<file path="src/rtl/rr_arbiter_4_v.sv">
// Four-requester round-robin arbiter with registered grants, grant hold while the
// owner keeps requesting, and a bounded hold time that forces rotation under contention.
module rr_arbiter_4_v #(
    parameter int unsigned MAX_HOLD = 8
) (
    input  logic       i_clk,
    input  logic       i_rst,
    input  logic [3:0] i_req,
    output logic [3:0] o_gnt,
    output logic [1:0] o_gnt_id,
    output logic       o_gnt_valid,
    output logic       o_preempt
);

    localparam int unsigned HW = $clog2(MAX_HOLD);
    localparam logic [HW-1:0] HOLD_LAST = HW'(MAX_HOLD - 1);

    typedef enum logic {
        IDLE  = 1'b0,
        GRANT = 1'b1
    } state_t;

    state_t        state_q, state_d;
    logic [1:0]    ptr_q, ptr_d;
    logic [HW-1:0] hold_cnt_q, hold_cnt_d;
    logic [3:0]    gnt_q, gnt_d;
    logic [1:0]    gnt_id_q, gnt_id_d;
    logic          gnt_valid_q, gnt_valid_d;
    logic          preempt_q, preempt_d;

    logic [3:0]    others;
    logic          new_grant;
    logic [1:0]    new_id;

    // First set bit of mask scanning start, start+1, ... (mod 4); scanning the
    // offsets downward lets the nearest candidate overwrite farther ones.
    function automatic logic [1:0] sel(input logic [3:0] mask, input logic [1:0] start);
        logic [1:0] idx;
        logic [1:0] res;
        res = start;
        for (int i = 3; i >= 0; i--) begin
            idx = start + 2'(i);
            if (mask[idx]) res = idx;
        end
        return res;
    endfunction

    always_comb begin
        state_d     = state_q;
        ptr_d       = ptr_q;
        hold_cnt_d  = hold_cnt_q;
        gnt_id_d    = gnt_id_q;
        gnt_valid_d = gnt_valid_q;
        preempt_d   = 1'b0;
        new_grant   = 1'b0;
        new_id      = gnt_id_q;
        others      = i_req & ~(4'b0001 << gnt_id_q);

        case (state_q)
            IDLE: begin
                if (|i_req) begin
                    new_grant = 1'b1;
                    new_id    = sel(i_req, ptr_q);
                end
            end
            GRANT: begin
                if (!i_req[gnt_id_q]) begin
                    if (|others) begin
                        new_grant = 1'b1;
                        new_id    = sel(others, gnt_id_q + 2'd1);
                    end else begin
                        state_d     = IDLE;
                        gnt_valid_d = 1'b0;
                    end
                end else if (hold_cnt_q < HOLD_LAST) begin
                    hold_cnt_d = hold_cnt_q + 1'b1;
                end else if (|others) begin
                    // Owner timed out while someone else waits: force rotation.
                    new_grant = 1'b1;
                    preempt_d = 1'b1;
                    new_id    = sel(others, gnt_id_q + 2'd1);
                end
            end
            default: state_d = IDLE;
        endcase

        if (new_grant) begin
            state_d     = GRANT;
            gnt_id_d    = new_id;
            gnt_valid_d = 1'b1;
            ptr_d       = new_id + 2'd1;
            hold_cnt_d  = '0;
        end

        gnt_d = gnt_valid_d ? (4'b0001 << gnt_id_d) : 4'b0000;
    end

    always_ff @(posedge i_clk) begin
        if (i_rst) begin
            state_q     <= IDLE;
            ptr_q       <= 2'd0;
            hold_cnt_q  <= '0;
            gnt_q       <= 4'b0000;
            gnt_id_q    <= 2'd0;
            gnt_valid_q <= 1'b0;
            preempt_q   <= 1'b0;
        end else begin
            state_q     <= state_d;
            ptr_q       <= ptr_d;
            hold_cnt_q  <= hold_cnt_d;
            gnt_q       <= gnt_d;
            gnt_id_q    <= gnt_id_d;
            gnt_valid_q <= gnt_valid_d;
            preempt_q   <= preempt_d;
        end
    end

    assign o_gnt       = gnt_q;
    assign o_gnt_id    = gnt_id_q;
    assign o_gnt_valid = gnt_valid_q;
    assign o_preempt   = preempt_q;

endmodule

</file>
<file path="config.mk">
export PLATFORM = sky130hd
export DESIGN_NAME = rr_arbiter_4_v
export DESIGN_NICKNAME = d
export VERILOG_FILES = /design/src/rtl/rr_arbiter_4_v.sv
export SDC_FILE = /design/constraint.sdc
export NUM_CORES = 1
export LEC_CHECK = 0
export ABC_AREA = 1
export ABC_CLOCK_PERIOD_IN_PS = 5900
export BUFFER_PORTS_ARGS = -buffer_cell sky130_fd_sc_hd__buf_2
export CAP_MARGIN = 10
export CELL_PAD_IN_SITES_DETAIL_PLACEMENT = 1
export CELL_PAD_IN_SITES_GLOBAL_PLACEMENT = 1
export CORE_AREA = 2 2 53 55
export CTS_BUF_LIST = sky130_fd_sc_hd__clkbuf_8
export DETAILED_ROUTE_END_ITERATION = 7
export DIE_AREA = 0 0 55 57
export PLACE_DENSITY_LB_ADDON = 0.1
export RECOVER_POWER = 50
export SLEW_MARGIN = 20
export SYNTH_ARGS = -nofsm -noshare
export SYNTH_HDL_FRONTEND = slang
export SYNTH_SLANG_ARGS = --single-unit
</file>
<file path="constraint.sdc">
create_clock -name i_clk -period 5.9 [get_ports i_clk]
set_clock_uncertainty 0.2 [all_clocks]
set_input_delay 1.18 -clock i_clk [delete_from_list [all_inputs] [get_ports i_clk]]
set_output_delay 1.18 -clock i_clk [all_outputs]
set_load 0.01 [all_outputs]
</file>
==> impl_results.md, run 1 <==
- Outcome: complete, no violations
- Num CTS Buffers: 3
- Peak Freq: 0.356 GHz
- Leakage Power: 0.632 nW
- Syn_area_per_cell: 6.33 µm²
- Setup violations, final: 0
- Syn Nets: 188
- Vias in the first global route: 1131
- Core Rows: 19
- Fin crit period: 2.81 ns
- CTS tree: done
- Initial DRC count: 15
- Crit path capture: ptr_q[1]
- Sequential share of the synthesized area: 0.250
- R2R Path Start: o_gnt_id[0]
- Hpwl dp: ~2400 µm
- Setup TNS: 0 ns
- Grt ovf: 0
- Initial core utilization: 0.428
- Initial antenna violation count: 0
- DRC violations left: 0
- Slew @ Worst Pin: 0.607 ns
- Synthesized area: 1120 µm²
- Post-CTS Setup Bufs: 0
- First-pass iteration count of the detailed router: 2
- Syn Inst Count: 177
- First-pass GRT wire length: 4860 µm
- Placer Congestion: ~0.84
- Endpoints failing hold: 0
- Syn. warnings: 0
- CTS resizes: 0
- Clock sinks: 14
- Worst Reg-to-Reg Cells: 14
- Post-Layout Cell Count: 222
- Area grow syn2layout: 11.2%
- Vias per cell: between 4 and 5
- Hold Path Class: reg2reg
- Crit path DAT: 2.78 ns
- Root buf cell: clkbuf_8
- Fin crit share: 0.477
- Routed Antenna Nets: 0
- Slew Limit Fails: 0
- Core Footprint: approximately 2600 µm²
- Critical Path RT: 5.87 ns
- CP Capture Type: flop
- Layout cell share with drive strength beyond 1: 0.131
- Netlist cell types: 31
- Max Root-Sink Buffers: 2
- Clock transition at path regs: about 0.06 ns
- Vias: 1105
- Worst reg2reg setup slack: 3.09 ns
- Die Width: 55 µm
- Post-placement cell count: 218
- Slew HR: 0.594
- Crit Path Class: reg2reg
- Hold buffers post-CTS: 0
- Worst Setup SP: o_gnt_id[0]
- I/O Pins: 14
- Pin count of the biggest net entering global routing: 14
- Wire length per cell: roughly 13 µm
- Number of diodes: 0
- Synthesized flop and latch total: 14
- Total GRT Usage: 0.209
- Crit path max fanout: 13
- Worst-Skew Late Latency: 0.24 ns
- RSZ-0062 raised after global routing: false
- Htree depth: 1
- Worst setup SP type: flop
- Maxcap violations: 0
- PortBufs: 13
- Total Wirelength: ~2900 µm
- Power Total: 0.730 mW
- Die Y-Extent: 57 µm
- Layout Nets: between 200 and 250
- Die area: 3140 µm²
- Reg-to-Reg End: ptr_q[1]
- Pwr Density: roughly 590 nW/µm²
- Peak supply drop: 0.350 mV
[power by group]
group          switching (mW)  internal [mW]  leakage, nW
sequential             0.0444          0.123        0.115
combinational           0.302          0.169        0.488
clock                  0.0328         0.0591       0.0288
[Yosys cell counts, drive strengths merged]
| cell type | count | area [µm²] |
|---|---|---|
| and2 | 2 | 12.5 |
| a21oi | 9 | 52.6 |
| ha | 5 | 62.6 |
| nor3b | 1 | 7.51 |
| dfxtp | 14 | 280 |
| nand3b | 2 | 15.0 |
| nand2 | 58 | 235 |
| clkinv | 1 | 3.75 |
| buf | 3 | 23.8 |
| nand4 | 1 | 6.26 |
| or2 | 1 | 6.26 |
| nor2 | 11 | 65.1 |
| xnor2 | 3 | 26.3 |
| nor3 | 4 | 20.0 |
| inv | 28 | 110 |
| o2111ai | 1 | 15.0 |
| nand3 | 18 | 90.1 |
| xor2 | 2 | 17.5 |
| o22ai | 1 | 6.26 |
| o21ai | 12 | 63.8 |
[worst max-delay path, stage by stage, from the launching register on]
cell and delay, ns:
dfxtp_1 0.70, inv_6 0.11, ha_1 0.42, xnor2_1 0.26, nand2_1 0.12, and2_1 0.17
nand2_1 0.06, nand2_1 0.06, nand2_1 0.06, nand2_1 0.04, nand3_1 0.13, nand2_2 0.10
nand2_1 0.10, nand2_1 0.06, a21oi_1 0.13
[cells in the final DEF, fill, tap and decap left out]
cell       synthesis  final
nand2_4            1      1
nand2_1           53     53
ha_1               5      5
nor2_1             9      9
dfxtp_1           14     14
nor3b_1            1      1
o21ai_2            1      1
and2_1             2      2
or2_1              1      1
nor2_4             1      1
nand3b_1           2      2
xnor2_1            3      3
inv_1             22     23
nand3_1           18     18
o2111ai_2          1      1
inv_6              1      1
a21oi_2            2      2
nand2_2            4      4
buf_2              1      5
nor2_8             1      1
o22ai_1            1      1
o21ai_1            8      6
nand4_1            1      1
inv_2              5      4
a21oi_1            7      7
clkinv_1           1      1
o21ai_0            3      5
clkbuf_1           0      8
clkbuf_8           0      4
xor2_1             2      2
nor3_1             4      4
[worst min-delay path by stage]
stage / startpoint / end / slack [ns] / depth (start not counted)
final: hold_cnt_q[1] / hold_cnt_q[1] / 0.30 / 2
after global routing: hold_cnt_q[1] / hold_cnt_q[1] / 0.35 / 2
after CTS: hold_cnt_q[1] / hold_cnt_q[1] / 0.31 / 2
after detailed placement: hold_cnt_q[1] / hold_cnt_q[1] / 0.30 / 2
after global placement: hold_cnt_q[1] / hold_cnt_q[1] / 0.29 / 2
after floorplan: hold_cnt_q[1] / hold_cnt_q[1] / 0.27 / 2
[sequential cells by signal, indices dropped and copies added (netlist names)]
| name | flops |
|---|---|
| o_gnt_valid | 1 |
| ptr_q | 2 |
| o_preempt | 1 |
| state_q | 1 |
| o_gnt | 4 |
| o_gnt_id | 2 |
| hold_cnt_q | 3 |
[routing by layer]
metal  global-route usage  part of all wire
met5                    0                 0
met3               0.0262             0.025
met4               0.0523            0.0091
met2                0.371              0.51
met1                0.259              0.46
[layout make-up]
| cell class | count | area [µm²] |
|---|---|---|
| Clock buffer | 4 | 55.1 |
| Fill cell | 368 | 1370 |
| Sequential cell | 14 | 280 |
| Inverter | 29 | 114 |
| Multi-Input combinational cell | 131 | 702 |
| Timing Repair Buffer | 13 | 55.1 |
| Tap cell | 31 | 38.8 |
[cells by family (layout without fill, tap and decap cells)]
group           Yosys count  in the layout  share of synthesized area
flops                    14             14                      0.250
buf+inv                  32             46                      0.123
compound gates           23             23                      0.123
xor+xnor                  5              5                     0.0391
simple gates             98             98                      0.409
fa+ha+maj                 5              5                     0.0559
[per-stage QoR]
stage,setup slack (ns),utilization,cell area (µm²),hold WS (ns)
floorplan,3.33,-,1120,0.266
global placement,3.00,0.459,1200,0.285
detailed placement,2.96,0.459,1200,0.296
CTS,3.06,0.480,1250,0.311
global route,2.88,0.476,1240,0.350
finish,3.09,0.476,1240,0.305
Power figures use the tool's default switching activity.
==> inputs of run 2 (changes only) <==
--- a/config.mk
+++ b/config.mk
@@ -6,15 +6,15 @@
 export NUM_CORES = 1
 export LEC_CHECK = 0
 export ABC_AREA = 1
-export ABC_CLOCK_PERIOD_IN_PS = 5900
+export ABC_CLOCK_PERIOD_IN_PS = 2900
 export BUFFER_PORTS_ARGS = -buffer_cell sky130_fd_sc_hd__buf_2
 export CAP_MARGIN = 10
 export CELL_PAD_IN_SITES_DETAIL_PLACEMENT = 1
 export CELL_PAD_IN_SITES_GLOBAL_PLACEMENT = 1
-export CORE_AREA = 2 2 53 55
+export CORE_AREA = 2 2 56 58
 export CTS_BUF_LIST = sky130_fd_sc_hd__clkbuf_8
 export DETAILED_ROUTE_END_ITERATION = 7
-export DIE_AREA = 0 0 55 57
+export DIE_AREA = 0 0 58 60
 export PLACE_DENSITY_LB_ADDON = 0.1
 export RECOVER_POWER = 50
 export SLEW_MARGIN = 20
==> constraint.sdc (replaced) <==
create_clock -name i_clk -period 2.9 [get_ports i_clk]
set_clock_uncertainty 0.2 [all_clocks]
set_input_delay 0.58 -clock i_clk [delete_from_list [all_inputs] [get_ports i_clk]]
set_output_delay 0.58 -clock i_clk [all_outputs]
set_load 0.01 [all_outputs]
==> run 2 against run 1 <==
Compared with the run above: combinational power increased by 110%; die area is 11% higher; core utilization is 4.5 points lower; maximum frequency is 14% higher; first-iteration DRC count up 110%; sequential power is 85% higher; design area rose by 0.40%; register-to-register slack worse by 2.6 ns; cell count is 1.4% higher; wire length fell by 1.7%; largest cell class unchanged; largest power group unchanged.
==> impl_results.md, run 2 (synthesized netlist as in run 1, its figures left out) <==
- Peak Freq: 0.407 GHz (+14%)
- Slew Limit Fails: 0 (unchanged)
- Most used cell, CP: nand2_1
- Post-CTS Setup Bufs: 0 (unchanged)
- Post-Layout Cell Count: 225 (+1.4%)
- Setup TNS: 0 ns (unchanged)
- Htree depth: 1 (unchanged)
- CP Capture Type: flop
- Die area: 3480 µm² (+11%)
- Initial core utilization: 0.386 (-0.0425)
- Max Root-Sink Buffers: 2 (unchanged)
- Critical Path RT: 2.88 ns (-2.99 ns)
- CTS tree: done
- Die Y-Extent: 60 µm (+5.3%)
- Hold buffers post-CTS: 0 (unchanged)
- Fin crit period: 2.46 ns (-0.353 ns)
- Endpoints failing hold: 0 (unchanged)
- Initial DRC count: 31 (+16)
- Fill count: 411 (+12%)
- Maxcap violations: 0 (unchanged)
- RSZ-0062 raised after global routing: false
- Grt ovf: 0 (unchanged)
- Number of diodes: 0 (unchanged)
- Met3 Use GR: 0.0152 (-0.0110)
- CP max stage delay: 0.45 ns (-0.25 ns)
- Hold Path Class: reg2reg
- Initial antenna violation count: 0 (unchanged)
- Most common cell after layout, fill and taps aside: nand2_1
- Area grow syn2layout: 11.6%
- Die Width: 58 µm (+5.5%)
- First-pass GRT wire length: 4920 µm (+1.1%)
- Crit path max fanout: 7 (-6)
- Wire length per cell: 12.5 µm (-3.0%)
- Layout cell share with drive strength beyond 1: 0.141 (+0.00973)
- Outcome: complete, no violations
- Vias in the first global route: 1144 (+1.1%)
- Total GRT Usage: 0.181 (-0.0273)
- Hpwl dp: 2330 µm (-1.2%)
- Power Total: 1.50 mW (+110%)
- Post-placement cell count: 221 (+1.4%)
- Vias: 1122 (+1.5%)
- Crit Path Class: reg2reg
- Min Hold Slack: 0.304 ns (-0.000245 ns)
- CTS resizes: 0 (unchanged)
- GR peak layer: met2
- Core Rows: 20 (+1)
- Pwr Density: 1200 nW/µm² (+100%)
- CP cell instances: inv_2, ha_1, xnor2_1, nand2_1, and2_1, nand2_1, nand2_1, nand2_1, nand2_1, nand3_1, nand2_2, nand2_1, nand2_1, a21oi_1
- Worst-Skew Late Latency: 0.25 ns (about the same)
- DRC violations left: 0 (unchanged)
- Leakage Power: 0.639 nW (+1.1%)
- Num CTS Buffers: 3 (unchanged)
- Pin count of the biggest net entering global routing: 13 (-1)
- Grt met1 use: 0.216 (-0.0430)
- Max FFs per register: 4 (unchanged)
- Crit path DAT: 2.44 ns (-0.34 ns)
- Slowest cell on crit path: dfxtp_1
- Fin crit share: 0.848 (+0.371)
- I/O Pins: 14 (unchanged)
- Layout Nets: 204 (+0.49%)
- PortBufs: 13 (unchanged)
- Worst Path Buf+Inv: 1 (unchanged)
- Clock sinks: 14 (unchanged)
- Worst slack, placed: 0.444 ns (-2.52 ns)
- Vias per cell: 4.99 (+0.18%)
- Setup violations, final: 0 (unchanged)
- Worst setup SP type: flop
- First-pass iteration count of the detailed router: 2 (unchanged)
- Most frequent cells in the layout: nand2_1, inv_1, nand3_1, dfxtp_1, nor2_1
- Slew HR: 0.622 (+0.0271)
- Core Footprint: 2900 µm² (+11%)
- Met2 usage: 0.336 (-0.0347)
- Delay-heaviest family, CP: simple AND/OR/NAND/NOR gates
- Root buf cell: clkbuf_8
- Peak supply drop: 0.595 mV (+70%)
- Setup ws final: 0.440 ns (-2.65 ns)
- Clock transition at path regs: 0.06 ns (about the same)
- Routed Antenna Nets: 0 (unchanged)
- Slew @ Worst Pin: 0.562 ns (-0.0457 ns)
- Total Wirelength: 2810 µm (-1.7%)
- Placer Congestion: 0.831 (-0.72%)
[run 2: per-layer routing]
layer | vias to the layer above | wire (µm)
met4 | 0 | 34
met2 | 12 | 1430
met3 | 4 | 60
met5 | - | 0
met1 | 517 | 1280
li1 | 589 | -
[run 2: area by class of cell]
type | count | area (µm²) | area share
well taps | 33 | 41.3 | 0.0330
multi-input cells | 131 | 696 | 0.557
inverters | 29 | 114 | 0.0911
repair buffers | 14 | 63.8 | 0.0511
flip-flops and latches | 14 | 280 | 0.224
clock buffers | 4 | 55.1 | 0.0440
[run 2: report_power, final]
group          leakage [nW]  switching (mW)  internal [mW]
Clock                0.0288          0.0728          0.120
Combinational         0.495           0.643          0.354
Sequential            0.115          0.0593          0.249
[run 2: worst reg2reg max path: stages (launching register included)]
cell and delay [ns]:
dfxtp_1 0.45, inv_2 0.10, ha_1 0.39, xnor2_1 0.24
nand2_1 0.10, and2_1 0.16, nand2_1 0.06, nand2_1 0.07
nand2_1 0.06, nand2_1 0.05, nand3_1 0.11, nand2_2 0.10
nand2_1 0.10, nand2_1 0.06, a21oi_1 0.14
[run 2: per-stage QoR]
step,area (µm²),util
floorplan,1120,-
global placement,1210,0.417
detailed placement,1210,0.417
CTS,1260,0.436
global route,1250,0.431
finish,1250,0.431
[run 2: worst paths after layout]
kind	start	to	slack, ns	cells past startpoint
hold / removal	hold_cnt_q[1]	hold_cnt_q[1]	0.30	2
hold reg to reg	hold_cnt_q[1]	hold_cnt_q[1]	0.30	2
setup / recovery	o_gnt_id[1]	ptr_q[1]	0.44	14
setup reg to reg	o_gnt_id[1]	ptr_q[1]	0.44	14
==> inputs of run 3 (changes only) <==
--- a/config.mk
+++ b/config.mk
@@ -6,7 +6,7 @@
 export NUM_CORES = 1
 export LEC_CHECK = 0
 export ABC_AREA = 1
-export ABC_CLOCK_PERIOD_IN_PS = 2900
+export ABC_CLOCK_PERIOD_IN_PS = 2550
 export BUFFER_PORTS_ARGS = -buffer_cell sky130_fd_sc_hd__buf_2
 export CAP_MARGIN = 10
 export CELL_PAD_IN_SITES_DETAIL_PLACEMENT = 1
==> constraint.sdc (replaced) <==
create_clock -name i_clk -period 2.55 [get_ports i_clk]
set_clock_uncertainty 0.2 [all_clocks]
set_input_delay 0.51 -clock i_clk [delete_from_list [all_inputs] [get_ports i_clk]]
set_output_delay 0.51 -clock i_clk [all_outputs]
set_load 0.01 [all_outputs]
==> run 3 against run 2 <==
Compared with the run above: register-to-register slack got worse by 0.21 ns; global-route usage grew 0.15 points; first-iteration DRC count decreased by 6.5%; critical path depth decreased by 2; die area did not move; largest cell class unchanged; clock-buffer cell count decreased by 1.
==> impl_results.md, run 3 (synthesized netlist as in run 1, its figures left out) <==
- PortBufs: 13 (unchanged)
- Fin crit period: 2.32 ns (-0.142 ns)
- Clock transition at path regs: 0.05 ns (about the same)
- Switching power share of the total: 0.523 (+0.00561)
- Slew Limit Fails: 0 (unchanged)
- Placer Congestion: 0.798 (-3.9%)
- Endpoints failing hold: 0 (unchanged)
- Critical Path RT: 2.51 ns (-0.37 ns)
- Area grow syn2layout: 11.8%
- Outcome: complete, no violations
- Setup TNS: 0 ns (unchanged)
- Core Footprint: 2900 µm² (unchanged)
- Crit path DAT: 2.28 ns (-0.16 ns)
- Total Wirelength: 2830 µm (+0.68%)
- Root buf cell: clkbuf_8
- Flop pwr share: 0.205 (about the same)
- Maxcap violations: 0 (unchanged)
- RSZ-0062 raised after global routing: false
- CP cell instances: inv_6, ha_2, xor2_1, nand2_1, and2_1, nand2_1, nand2_1, nand3_1, nand3_1, nand2_2, inv_1, nor3_1
- Cell-internal power: 0.820 mW (+13%)
- Hpwl dp: 2360 µm (+1.3%)
- DRC violations left: 0 (unchanged)
- Number of diodes: 0 (unchanged)
- Max FFs per register: 4 (unchanged)
- Vias per cell: 5.08 (+1.9%)
- Post-placement cell count: 222 (+0.45%)
- Fin crit share: 0.909 (+0.0606)
- Pin count of the biggest net entering global routing: 13 (unchanged)
- Die Width: 58 µm (unchanged)
- Worst-Skew Late Latency: 0.24 ns (about the same)
- Crit path max fanout: 10 (+3)
- Routed Antenna Nets: 0 (unchanged)
- Layout Nets: 205 (+0.49%)
- Vias: 1143 (+1.9%)
- Die area: 3480 µm² (unchanged)
- Crit Path Class: reg2reg
- First-pass GRT wire length: 4930 µm (+0.28%)
- Peak supply drop: 0.772 mV (+30%)
- Peak Freq: 0.432 GHz (+6.1%)
- Setup violations, final: 0 (unchanged)
- Grt ovf: 0 (unchanged)
- CP max stage delay: 0.42 ns (-0.03 ns)
- Most common cell after layout, fill and taps aside: nand2_1
- I/O Pins: 14 (unchanged)
- Most frequent cells in the layout: nand2_1, inv_1, nand3_1, dfxtp_1, nor2_1
- Slew @ Worst Pin: 0.406 ns (-0.155 ns)
- Die Y-Extent: 60 µm (unchanged)
- Initial core utilization: 0.386 (unchanged)
- CP Capture Type: flop
- Layout cell share with drive strength beyond 1: 0.156 (+0.0156)
- Gate power share: 0.692 (+0.027)
- Clock sinks: 14 (unchanged)
- Vias in the first global route: 1128 (-1.4%)
- CTS tree: done
- Wire length per cell: 12.6 µm (+0.68%)
- Slowest cell on crit path: ha_2
- P_sw: 0.898 mW (+16%)
- Num CTS Buffers: 3 (unchanged)
- Most used cell, CP: nand2_1
- Worst reg2reg setup slack: 0.23 ns (-0.21 ns)
- Hold Crit Depth: 2 (unchanged)
- Pwr Density: 1370 nW/µm² (+14%)
- Initial antenna violation count: 0 (unchanged)
- Core Rows: 20 (unchanged)
- Hold Path Class: in2reg
- Worst Reg-to-Reg Cells: 12 (-2)
- First-pass iteration count of the detailed router: 4 (+2)
- Clock power share: 0.103 (-0.026)
- Post-Layout Cell Count: 225 (unchanged)
- Leakage Power: 0.640 nW (+0.17%)
- Slew HR: 0.729 (+0.107)
- Initial DRC count: 29 (-6.5%)
- Total GRT Usage: 0.183 (+0.00152)
- Max Root-Sink Buffers: 2 (unchanged)
- Htree depth: 1 (unchanged)
- Worst setup SP type: flop
==> run 3: area by class of cell <==
cell class              instances  area (µm²)
fillers                       408        1650
flip-flops and latches         14         282
clock buffers                   3        41.3
multi-input cells             131         706
well taps                      33        41.3
inverters                      29         114
repair buffers                 15        68.8
==> run 3: power by group through the flow <==
| stage | clock (mW) | combinational (mW) | sequential, mW |
|---|---|---|---|
| floorplan | 0 | 0.907 | 0.358 |
| global placement | 0 | 1.14 | 0.353 |
| detailed placement | 0 | 1.18 | 0.357 |
| CTS | 0.186 | 1.18 | 0.352 |
| global route | 0.189 | 1.37 | 0.363 |
| finish | 0.176 | 1.19 | 0.353 |
==> run 3: path summary, 6_finish.rpt <==
kind / startpoint / end
worst min-delay path: i_rst / o_gnt_id[0]
worst max-delay path: o_gnt_id[0] / o_gnt[0]
worst min register to register: hold_cnt_q[1] / hold_cnt_q[1]
worst max register to register: o_gnt_id[0] / o_gnt[0]
==> run 3: per-layer routing <==
| layer | up-vias | global-route usage | wire (µm) |
|---|---|---|---|
| met2 | 14 | 0.323 | 1370 |
| met5 | - | 0 | 0 |
| met4 | 0 | 0.0797 | 61 |
| met3 | 7 | 0.0173 | 71 |
| li1 | 594 | - | - |
| met1 | 528 | 0.225 | 1330 |
==> run 3: per-stage QoR <==
step                cell area (µm²)  utilization  worst slack, ns  power (mW)  hold WS, ns
floorplan                      1120            -            0.239        1.27        0.266
global placement               1220        0.419            0.229        1.49        0.286
detailed placement             1220        0.419           0.0560        1.53        0.308
CTS                            1260        0.434           0.0367        1.72        0.256
global route                   1250        0.431          0.00866        1.92        0.268
finish                         1250        0.431            0.233        1.72        0.258
==> run 3: worst max-delay path, delay by kind of cell, from the launching register on <==
family	cells	cell delay [ns]
XOR/XNOR	1	0.22
buffers and inverters	2	0.13
adder cells (fa/ha/maj)	1	0.42
AND/OR/NAND/NOR	8	0.85
flip-flops	1	0.41
==> run 3: timing repair <==
| action | 4_1_cts | 5_1_grt |
|---|---|---|
| hold buffers | 0 | 0 |
| endpoints found under the setup margin | 0 | 6 |
| buffers inserted | 0 | 0 |
| resized for setup | 0 | 3 |
